**src/rtl/alu_arbiter.sv**
```systemverilog
// Round-robin arbiter sharing one combinational ALU between two valid/ready
// requesters; results are tagged with the requester id in a one-deep output register.
//
// state   | meaning
// S_EMPTY | output register holds no undelivered result
// S_FULL  | output register holds a result awaiting res_ready

module alu #(
  parameter int DATA_W = 4,
  parameter int CMD_W  = 3
) (
  input  logic [DATA_W-1:0] a,
  input  logic [DATA_W-1:0] b,
  input  logic [CMD_W-1:0]  command,
  output logic [DATA_W-1:0] sum
);
  // Results wrap to DATA_W; shifts are logical.
  always_comb begin
    sum = '0;
    case (command)
      3'd0:    sum = a + b;
      3'd1:    sum = a - b;
      3'd2:    sum = a & b;
      3'd3:    sum = a | b;
      3'd4:    sum = a ^ b;
      3'd5:    sum = b - a;
      3'd6:    sum = a << 1;
      3'd7:    sum = a >> 1;
      default: sum = '0;
    endcase
  end
endmodule

module alu_arbiter #(
  parameter int DATA_W = 4,
  parameter int CMD_W  = 3
) (
  input  logic              clk,
  input  logic              rst,
  input  logic              req0_valid,
  output logic              req0_ready,
  input  logic [DATA_W-1:0] req0_a,
  input  logic [DATA_W-1:0] req0_b,
  input  logic [CMD_W-1:0]  req0_cmd,
  input  logic              req1_valid,
  output logic              req1_ready,
  input  logic [DATA_W-1:0] req1_a,
  input  logic [DATA_W-1:0] req1_b,
  input  logic [CMD_W-1:0]  req1_cmd,
  output logic              res_valid,
  input  logic              res_ready,
  output logic [DATA_W-1:0] res_data,
  output logic              res_id,
  output logic [CMD_W-1:0]  res_cmd
);
  typedef enum logic {
    S_EMPTY = 1'b0,
    S_FULL  = 1'b1
  } state_t;

  state_t            r_state;
  state_t            w_state_nxt;
  logic              r_prio;
  logic [DATA_W-1:0] r_data;
  logic              r_id;
  logic [CMD_W-1:0]  r_cmd;

  logic              w_sel;
  logic              w_can_accept;
  logic              w_accept;
  logic [DATA_W-1:0] w_alu_a;
  logic [DATA_W-1:0] w_alu_b;
  logic [CMD_W-1:0]  w_alu_cmd;
  logic [DATA_W-1:0] w_alu_sum;

  // A lone valid requester wins; a tie (or idle) falls to the priority pointer.
  always_comb begin
    w_sel = r_prio;
    if (req0_valid && !req1_valid) begin
      w_sel = 1'b0;
    end else if (!req0_valid && req1_valid) begin
      w_sel = 1'b1;
    end
  end

  assign w_alu_a   = w_sel ? req1_a   : req0_a;
  assign w_alu_b   = w_sel ? req1_b   : req0_b;
  assign w_alu_cmd = w_sel ? req1_cmd : req0_cmd;

  alu #(
    .DATA_W (DATA_W),
    .CMD_W  (CMD_W)
  ) u_alu (
    .a       (w_alu_a),
    .b       (w_alu_b),
    .command (w_alu_cmd),
    .sum     (w_alu_sum)
  );

  assign w_can_accept = (r_state == S_EMPTY) || res_ready;
  assign req0_ready   = !rst && w_can_accept && req0_valid && !w_sel;
  assign req1_ready   = !rst && w_can_accept && req1_valid &&  w_sel;
  assign w_accept     = req0_ready || req1_ready;

  always_comb begin
    w_state_nxt = r_state;
    case (r_state)
      S_EMPTY: if (w_accept) w_state_nxt = S_FULL;
      S_FULL:  if (res_ready && !w_accept) w_state_nxt = S_EMPTY;
      default: w_state_nxt = S_EMPTY;
    endcase
  end

  always_ff @(posedge clk) begin
    if (rst) begin
      r_state <= S_EMPTY;
      r_prio  <= 1'b0;
      r_data  <= '0;
      r_id    <= 1'b0;
      r_cmd   <= '0;
    end else begin
      r_state <= w_state_nxt;
      if (w_accept) begin
        r_data <= w_alu_sum;
        r_id   <= w_sel;
        r_cmd  <= w_alu_cmd;
        r_prio <= ~w_sel;
      end
    end
  end

  assign res_valid = (r_state == S_FULL);
  assign res_data  = r_data;
  assign res_id    = r_id;
  assign res_cmd   = r_cmd;
endmodule

```
**config.mk**
```make
export PLATFORM = sky130hd
export DESIGN_NAME = alu_arbiter
export DESIGN_NICKNAME = d
export VERILOG_FILES = /design/src/rtl/alu_arbiter.sv
export SDC_FILE = /design/constraint.sdc
export NUM_CORES = 1
export LEC_CHECK = 0
export CAP_MARGIN = 10
export CORE_MARGIN = 3
export CORE_UTILIZATION = 28
export CTS_CLUSTER_DIAMETER = 50
export CTS_CLUSTER_SIZE = 14
export DETAILED_ROUTE_END_ITERATION = 10
export PLACE_DENSITY_LB_ADDON = 0.12
export SLEW_MARGIN = 30
export SYNTH_ARGS = -nofsm -noshare
export SYNTH_HDL_FRONTEND = slang
export SYNTH_SLANG_ARGS = --single-unit
```
**constraint.sdc**
```tcl
create_clock -name clk -period 4.2 [get_ports clk]
set_clock_uncertainty 0.1 [all_clocks]
set_input_delay 0.84 -clock clk [delete_from_list [all_inputs] [get_ports clk]]
set_output_delay 0.84 -clock clk [all_outputs]
set_load 0.1 [all_outputs]
```
==> results of run 1 <==
==> registers in the layout (all words and copies together), names as in the netlist <==
signal     cells
res_data       4
res_id         1
res_valid      1
res_cmd        3
r_prio         1
==> per-layer routing <==
| metal | track usage (%) | wire (µm) |
|---|---|---|
| met1 | 16.6 | 1410 |
| met2 | 24.3 | 1580 |
| met3 | 3.60 | 183 |
| met4 | 1.28 | 0 |
| met5 | 0 | 0 |
==> critical path, cell delays in order <==
cell and delay [ns]:
clkdlybuf4s50_1 0.58, maj3_2 0.55, mux2_2 0.49, a31oi_4 0.18, xnor2_2 0.17, xor2_1 0.18
ha_1 0.25, a22oi_1 0.15, a21oi_1 0.08, nor3_1 0.19, nor3_1 0.07
==> power groups by stage <==
stage	sequential, mW	clock [mW]	combinational (mW)
floorplan	0.175	0	0.158
global placement	0.112	0	0.302
detailed placement	0.112	0	0.304
CTS	0.110	0.120	0.305
global route	0.112	0.127	0.332
finish	0.110	0.117	0.304
==> cell families after synthesis <==
logic type / count (synthesis) / synth area share, %
AOI/OAI and AO/OA: 32 / 20.6
adders and majority gates: 14 / 15.0
buffers and inverters: 13 / 4.88
muxes: 15 / 16.8
xor gates and xnor gates: 10 / 8.24
DFF: 10 / 17.4
and+or+nand+nor: 42 / 17.1
==> layout by cell type, fill, tap and decap left out, types with 2 or more instances in the layout <==
cell / Yosys / layout
mux2_2: 5 / 5
o21bai_1: 3 / 3
nand3_1: 3 / 3
nor2_1: 9 / 9
nor3_1: 5 / 5
dfxtp_1: 10 / 10
a311oi_1: 2 / 2
inv_1: 10 / 10
clkdlybuf4s50_1: 0 / 35
buf_4: 0 / 6
clkbuf_8: 0 / 4
mux2i_1: 5 / 5
o211ai_1: 2 / 2
nor4_1: 2 / 2
nand2_1: 15 / 15
or3_1: 2 / 2
maj3_2: 2 / 2
o22ai_1: 2 / 2
ha_1: 12 / 12
xor2_1: 2 / 2
nand2b_1: 2 / 2
a211oi_1: 5 / 5
a21oi_1: 8 / 8
xnor2_1: 7 / 7
mux2i_4: 2 / 2
mux2i_2: 2 / 2
==> how the worst max path moves through the flow <==
stage	cells past startpoint	end	slack, ns	from
final	11	res_data[1]	0.46	req1_valid
after global routing	11	res_data[1]	0.18	req1_valid
after CTS	11	res_data[1]	0.43	req1_valid
after detailed placement	11	res_data[1]	0.21	req1_valid
after global placement	11	res_data[1]	0.27	req1_valid
after floorplan	12	res_data[2]	0.97	req0_valid
==> through the flow <==
stage	power (mW)	area, µm²	hold slack (ns)	utilization (%)	setup WS (ns)
4_1_cts	0.536	1650	0.356	43.1	0.435
2_1_floorplan	0.333	1150	0.403	-	0.967
3_3_place_gp	0.413	1590	0.347	41.7	0.266
5_1_grt	0.571	1650	0.381	43.1	0.183
3_5_place_dp	0.416	1590	0.350	41.7	0.212
6_report	0.532	1650	0.350	43.1	0.460
==> layout make-up <==
cell class | instances | area (µm²)
multi-input combinational | 113 | 897
tap | 48 | 60.1
inverter | 11 | 41.3
clock buffer | 4 | 55.1
sequential | 10 | 200
fill | 389 | 2180
timing repair buffer | 41 | 395
==> results.tsv, run 1 <==
stage	metric	value	unit
outcome	status	complete, no violations	
route	avgRoutedWirePerCell	14.0	µm
cells_and_area	finalNetCount	219	
logic_synthesis	ys_types	42	
grt	grt_use_total	13.5	%
grt	grt_overflow	0	
grt	grt_pass1_wl	5460	µm
power	switching_power	0.226	mW
route	initialDrtViolationCount	37	
setup_path	reg2reg_to	res_data[1]	
power	p_per_area	322	nW/µm²
setup_path	critPathArrivalTime	3.74	ns
floorplan	start_util	30.2	%
cells_and_area	n_antenna_cell	0	
floorplan	die-width	70.2	µm
cts	cts_tree	done	
logic_synthesis	synth_top_cells_by_count	nand2_1 (15), ha_1 (12), dfxtp_1 (10), inv_1 (10), nor2_1 (9)	
power	pwr-share-seq	20.8	%
setup_path	required	4.20	ns
setup_path	start_kind	input port	
logic_synthesis	syn-cell-area	1150	µm²
power	switching_share	42.4	%
cts	ctsResizeCount	0	
cells_and_area	stdcell_count	227	
cts	cts_root_buf	clkbuf_8	
placed_design	gp_congestion	0.841	
logic_synthesis	synth_enable_flop_cells	0	
cts	cts.clk_slew.worst_paths	0.04	ns
logic_synthesis	synth_top_area_share	17.4	%
cts	postCtsSetupRepairBufs	0	
logic_synthesis	yosys.area.top_type	dfxtp_1	
route	drc	0	
hold_path	min_from	res_data[0]	
grt	grt_max_degree	15	
setup_path	worst-setup-path-type	input port to flop	
run	drv_cap	0	
setup_path	r2r-start	r_prio	
cts	clock_latency	0.23	ns
logic_synthesis	ys_warn_count	0	
floorplan	die_area	4930	µm²
sta	setup_viol	0	
grt	grt_pass1_vias	1187	
hold_path	min_to	res_data[0]	
floorplan	die_height	70.2	µm
power	ir_drop	0.124	mV
placed_design	portBuffers	37	
power	p_clk_share	22.0	%
route	routed_via_density	5.14	
route	antenna_left	0	
sta	max_clock_freq	267	MHz
setup_path	ff2ff_path_depth	10	
logic_synthesis	netlist_top_cells_area	dfxtp_1 (17%), ha_1 (13%), xnor2_1 (5.3%)	
cts	cts_buffers	3	
setup_path	endpoint_kind	flop	
hold_path	min_path_cells	2	
sta	rsz0062_at_grt	no	
route	firstDrtPassIters	4	
cells_and_area	area_growth	43.0	%
route	drt-total-wl	3180	µm
logic_synthesis	netlist_instances	136	
logic_synthesis	yosysMostFrequentCell	nand2_1	
sta	tightest_slew	0.976	ns
sta	slew_violations	0	
logic_synthesis	synthFlopType	dfxtp_1	
floorplan	top_level_ports	38	
logic_synthesis	async_reset_ff_share	0	%
cells_and_area	drive_above_1_share	14.5	%
power	leakagePower	0.662	nW
logic_synthesis	ys_ff_latch	10	
cts	postCtsHoldBufs	0	
grt	grt_antenna_before_repair	0	
sta	fin_crit_sh	89.0	%
cts	clock-sinks	10	
cts	ctsHtreeMaxLevel	1	
sta	tns	0	ns
sta	finalHoldViolCount	0	
power	comb_power_share	57.2	%
setup_path	r2r_slack	1.25	ns
logic_synthesis	yosysSeqAreaShare	17.4	%
placed_design	dp.cells	223	
logic_synthesis	syn_nets	175	
logic_synthesis	syn-mean-instance-area	8.48	µm²
hold_path	hold_class	flop to flop	
sta	slew-limit-headroom	34.7	%
placed_design	hpwl	2540	µm
sta	fin_crit	3.74	ns
floorplan	fp-row-count	22	
floorplan	core_area	3830	µm²
route	dr_total_vias	1167	
setup_path	path_max_fanout	14	
cts	clockBufferDepth	2	
power	p_int	0.306	mW
Power figures use the tool's default switching activity.
==> inputs of run 2 (changes only) <==
- clock period: 4.2 -> 3.9 ns (I/O delays scaled with it)
==> run 2 against run 1 <==
  * Hold slack gained 0.00067 ns
  * Critical path depth grew 1
  * Critical endpoint unchanged
  * Worst setup slack lost 0.069 ns
  * Core utilization grew 0.82 points
  * Clock power shrank 11%
  * Routed wire length is the same
  * Non-clock buffer count grew 6
  * Critical path type unchanged
==> results.tsv, run 2 (synthesized netlist as in run 1, its figures left out) <==
stage	metric	value	unit	change
power	p_per_area	332	nW/µm²	+2.8%
hold_path	hold_class	flop to flop		
cts	ctsHtreeMaxLevel	1		unchanged
floorplan	die_area	4930	µm²	unchanged
placed_design	gp_congestion	0.949		+13%
cts	cts.clk_slew.worst_paths	0.04	ns	about the same
grt	grt_antenna_before_repair	0		unchanged
route	dr_total_vias	1162		-0.43%
grt	grt_pass1_vias	1186		-0.084%
route	drt-total-wl	3180	µm	unchanged
floorplan	start_util	30.2	%	unchanged
route	antenna_left	0		unchanged
grt	grt_overflow	0		unchanged
cells_and_area	final_cell_mix	clkdlybuf4s50_1 (35), nand2_1 (15), ha_1 (12), buf_4 (12)		
setup_path	r2r_slack	1.11	ns	-0.14 ns
cts	cts_root_buf	clkbuf_8		
hold_path	min_to	res_cmd[0]		
hold_path	min_from	res_cmd[0]		
sta	tightest_slew	0.973	ns	-0.00317 ns
floorplan	core_area	3830	µm²	unchanged
sta	finalHoldViolCount	0		unchanged
placed_design	dp.cells	229		+2.7%
cells_and_area	fill_cells	380		-2.3%
route	initialDrtViolationCount	58		+57%
route	routed-wl-met3	150	µm	-18%
cells_and_area	final_common_cell	clkdlybuf4s50_1		
cells_and_area	drive_above_1_share	16.8	%	+2.3 points
setup_path	r2r-start	r_prio		
floorplan	top_level_ports	38		unchanged
cells_and_area	postLayoutCellArea	1680	µm²	+1.9%
floorplan	fp-row-count	22		unchanged
sta	holdWs	0.350	ns	+0.000672 ns
route	routed_via_density	5.01		-2.6%
sta	rsz0062_at_grt	no		
setup_path	required	3.92	ns	-0.28 ns
cts	cts_buffers	3		unchanged
power	power.total	0.557	mW	+4.8%
cells_and_area	area_growth	45.7	%	
run	drv_cap	0		unchanged
cts	clock-sinks	10		unchanged
setup_path	reg2reg_to	res_data[1]		
grt	grt_max_degree	13		-2
cells_and_area	multi_input_area	897	µm²	unchanged
grt	grt_use_total	13.7	%	+0.13 points
route	avgRoutedWirePerCell	13.7	µm	-2.2%
placed_design	hpwl	2570	µm	+1.4%
placed_design	portBuffers	37		unchanged
route	wl_met1	1470	µm	+4.0%
sta	slew_violations	0		unchanged
cells_and_area	ff_latch_area	200	µm²	unchanged
placed_design	dp_slack	0.136	ns	-0.0757 ns
cells_and_area	n_antenna_cell	0		unchanged
outcome	status	complete, no violations		
setup_path	ff2ff_path_depth	11		+1
cts	postCtsSetupRepairBufs	0		unchanged
power	leakagePower	0.684	nW	+3.3%
setup_path	critPathArrivalTime	3.53	ns	-0.21 ns
cts	cts_tree	done		
setup_path	start_kind	input port		
cells_and_area	stdcell_count	232		+2.2%
sta	fin_crit_sh	90.0	%	
sta	max_clock_freq	285	MHz	
route	firstDrtPassIters	4		unchanged
sta	fin_ws	0.392	ns	-0.0686 ns
cells_and_area	largest_reg_flops	4		unchanged
sta	fin_crit	3.51	ns	
cts	clock_latency	0.23	ns	about the same
route	drc	0		unchanged
placed_design	placed_cell_area	1640	µm²	+2.8%
power	ir_drop	0.123	mV	-0.51%
setup_path	worst-setup-path-type	input port to flop		
floorplan	die_height	70.2	µm	unchanged
grt	grt_pass1_wl	5460	µm	unchanged
setup_path	endpoint_kind	flop		
cells_and_area	postLayoutCoreUtil	43.9	%	+0.82 points
cells_and_area	finalNetCount	225		+2.7%
route	highest_layer	met4		
hold_path	min_path_cells	2		unchanged
sta	slew-limit-headroom	34.9	%	+0.21 points
cts	clockBufferDepth	2		unchanged
cts	ctsResizeCount	0		unchanged
setup_path	path_max_fanout	10		-4
sta	tns	0	ns	unchanged
route	dr_wl_met2	1540	µm	-2.2%
sta	setup_viol	0		unchanged
cts	postCtsHoldBufs	0		unchanged
floorplan	die-width	70.2	µm	unchanged
-- run 2: layer usage --
layer  GRT usage (%)  vias up
met1            16.9      543
met3            3.74        2
met5               0        -
met2            24.0       24
met4            1.91        0
li1                -      593
-- run 2: where the power goes --
part	total, mW	internal, mW	leakage (nW)	switching, mW
sequential	0.119	0.113	0.0827	0.00550
combinational	0.335	0.134	0.579	0.201
clock	0.104	0.0672	0.0216	0.0364
-- run 2: worst max-delay path, cell delays in order --
cell and delay (ns):
clkdlybuf4s50_1 0.51, inv_2 0.05, maj3_2 0.42, mux2_4 0.42, a31oi_4 0.23, xnor2_2 0.16
xor2_1 0.18, ha_1 0.26, a22oi_1 0.16, a21oi_1 0.09, nor3_1 0.21, nor3_1 0.07
-- run 2: worst max path at each step --
stage,start,endpoint,slack (ns),cells after the start
finish,req0_valid,res_data[1],0.39,12
global route,req0_valid,res_data[1],0.22,13
CTS,req0_valid,res_data[1],0.37,12
detailed placement,req0_valid,res_data[1],0.14,12
global placement,req0_valid,res_data[1],0.20,12
floorplan,req0_valid,res_data[2],0.73,12
-- run 2: final cells by class --
cell class / count / share of cell area (%)
clock buffer: 3 / 2.46
inverter: 11 / 2.46
multi-input combinational: 113 / 53.4
sequential: 10 / 11.9
tap: 48 / 3.57
timing repair buffer: 47 / 26.2
==> inputs of run 3 (changes only) <==
- GPL_ROUTABILITY_DRIVEN: default -> 0
==> run 3 against run 2 <==
  * Hold slack better by 0.00098 ns
  * Via count increased by 1.4%
  * Count of clock-buffer cells in the layout is the same
  * Worst setup slack worse by 0.064 ns
  * Sequential power about the same
  * Highest routed layer is now met3
  * Core utilization is 0.20 points lower
==> results.tsv, run 3 (synthesized netlist as in run 1, its figures left out) <==
stage	metric	value	unit	change
cells_and_area	ff_latch_area	200	µm²	unchanged
power	ir_drop	0.124	mV	+0.73%
power	leakagePower	0.679	nW	-0.70%
route	firstDrtPassIters	4		unchanged
hold_path	hold_class	flop to flop		
cells_and_area	stdcell_count	231		-0.43%
cts	clock_latency	0.23	ns	about the same
placed_design	dp.cells	228		-0.44%
setup_path	ff2ff_path_depth	11		unchanged
setup_path	required	3.91	ns	about the same
cells_and_area	final_common_cell	clkdlybuf4s50_1		
route	drt-total-wl	3140	µm	-1.3%
cts	cts_buffers	3		unchanged
cells_and_area	multi_input_area	897	µm²	unchanged
setup_path	endpoint_kind	flop		
sta	setup_viol	0		unchanged
grt	grt_antenna_before_repair	0		unchanged
cells_and_area	drive_above_1_share	16.4	%	-0.45 points
setup_path	crit_path_start	req0_valid		
grt	grt_pass1_wl	5380	µm	-1.5%
floorplan	top_level_ports	38		unchanged
cts	ctsResizeCount	0		unchanged
hold_path	min_from	res_cmd[2]		
floorplan	start_util	30.2	%	unchanged
sta	finalHoldViolCount	0		unchanged
cells_and_area	n_antenna_cell	0		unchanged
cts	cts.clk_slew.worst_paths	0.04	ns	about the same
sta	rsz0062_at_grt	no		
cts	cts_tree	done		
floorplan	fp-row-count	22		unchanged
cells_and_area	postLayoutCellArea	1670	µm²	-0.45%
cts	postCtsHoldBufs	0		unchanged
floorplan	die-width	70.2	µm	unchanged
setup_path	start_kind	input port		
grt	grt_use_total	13.2	%	-0.48 points
cells_and_area	final_cell_mix	clkdlybuf4s50_1 (35), nand2_1 (15), ha_1 (12)		
grt	grt_max_degree	13		unchanged
setup_path	worst-setup-path-type	input port to flop		
grt	grt_pass1_vias	1135		-4.3%
route	avgRoutedWirePerCell	13.6	µm	-0.83%
cells_and_area	area_growth	45.0	%	
grt	grt_overflow	0		unchanged
cts	clockBufferDepth	2		unchanged
floorplan	die_area	4930	µm²	unchanged
cts	ctsHtreeMaxLevel	1		unchanged
sta	slew_violations	0		unchanged
route	initialDrtViolationCount	41		-29%
run	drv_cap	0		unchanged
cells_and_area	finalNetCount	224		-0.44%
sta	tightest_slew	0.977	ns	+0.00380 ns
sta	fin_crit	3.57	ns	+0.0643 ns
sta	max_clock_freq	280	MHz	-1.8%
sta	fin_crit_sh	91.6	%	+1.6 points
placed_design	placed_cell_area	1630	µm²	-0.46%
power	pwr-share-seq	21.5	%	+0.2 points
outcome	status	complete, no violations		
route	antenna_left	0		unchanged
cts	clock-sinks	10		unchanged
cts	postCtsSetupRepairBufs	0		unchanged
setup_path	path_max_fanout	10		unchanged
power	switching_share	43.3	%	-0.33 points
floorplan	die_height	70.2	µm	unchanged
sta	slew-limit-headroom	34.7	%	-0.25 points
hold_path	min_path_cells	2		unchanged
setup_path	critPathArrivalTime	3.59	ns	+0.06 ns
power	p_clk_share	18.3	%	-0.3 points
power	switching_power	0.239	mW	-1.6%
cts	cts_root_buf	clkbuf_8		
cells_and_area	fill_cells	390		+2.6%
placed_design	portBuffers	37		unchanged
sta	tns	0	ns	unchanged
route	drc	0		unchanged
floorplan	core_area	3830	µm²	unchanged
setup_path	r2r-start	r_prio		
placed_design	hpwl	2550	µm	-0.96%
power	p_int	0.313	mW	-0.33%
power	p_per_area	330	nW/µm²	-0.46%
cells_and_area	largest_reg_flops	4		unchanged
power	comb_power_share	60.2	%	about the same
route	dr_total_vias	1178		+1.4%
route	routed_via_density	5.10		+1.8%
run 3: cell count changes in the layout (fill, tap and decap cells not counted):
cell,delta
buf_4,-1
run 3: critical path, cell delays in order:
cell	delay, ns
clkdlybuf4s50_1	0.56
inv_2	0.06
maj3_2	0.42
mux2_4	0.42
a31oi_4	0.23
xnor2_2	0.16
xor2_1	0.19
ha_1	0.25
a22oi_1	0.16
a21oi_1	0.09
nor3_1	0.19
nor3_1	0.07
run 3: final cells by class:
| cell class | instances | share of cell area [%] |
|---|---|---|
| well taps | 48 | 3.59 |
| repair buffers | 46 | 25.9 |
| inverters | 11 | 2.47 |
| multi-input cells | 113 | 53.6 |
| clock buffers | 3 | 2.47 |
| flip-flops and latches | 10 | 12.0 |
run 3: routing by layer:
metal / global-route usage, % / vias to the layer above / part of all wire (%)
met1: 17.9 / 558 / 44
li1: - / 590 / -
met5: 0 / - / 0
met4: 0.638 / 0 / 0
met3: 3.60 / 0 / 6.2
met2: 21.9 / 30 / 50
run 3: power by group through the flow:
| stage | logic (mW) | clock network, mW | registers [mW] |
|---|---|---|---|
| 5_1_grt | 0.361 | 0.111 | 0.120 |
| 3_3_place_gp | 0.331 | 0 | 0.120 |
| 2_1_floorplan | 0.170 | 0 | 0.188 |
| 6_report | 0.332 | 0.101 | 0.119 |
| 4_1_cts | 0.334 | 0.105 | 0.119 |
| 3_5_place_dp | 0.332 | 0 | 0.121 |
run 3: worst paths after layout:
check / to / slack (ns)
worst max-delay path: res_data[1] / 0.33
worst min-delay path: res_cmd[2] / 0.35
worst max register to register: res_data[1] / 1.10
worst min register to register: res_cmd[2] / 0.35
run 3: through the flow:
stage          hold WS (ns)  total power [mW]  setup WS, ns  utilization [%]
6_report              0.351             0.552         0.327             43.7
3_3_place_gp          0.347             0.451         0.132             42.6
4_1_cts               0.357             0.558         0.299             43.7
2_1_floorplan         0.403             0.359         0.727                -
5_1_grt               0.386             0.592         0.125             43.7
3_5_place_dp          0.351             0.453        0.0841             42.6
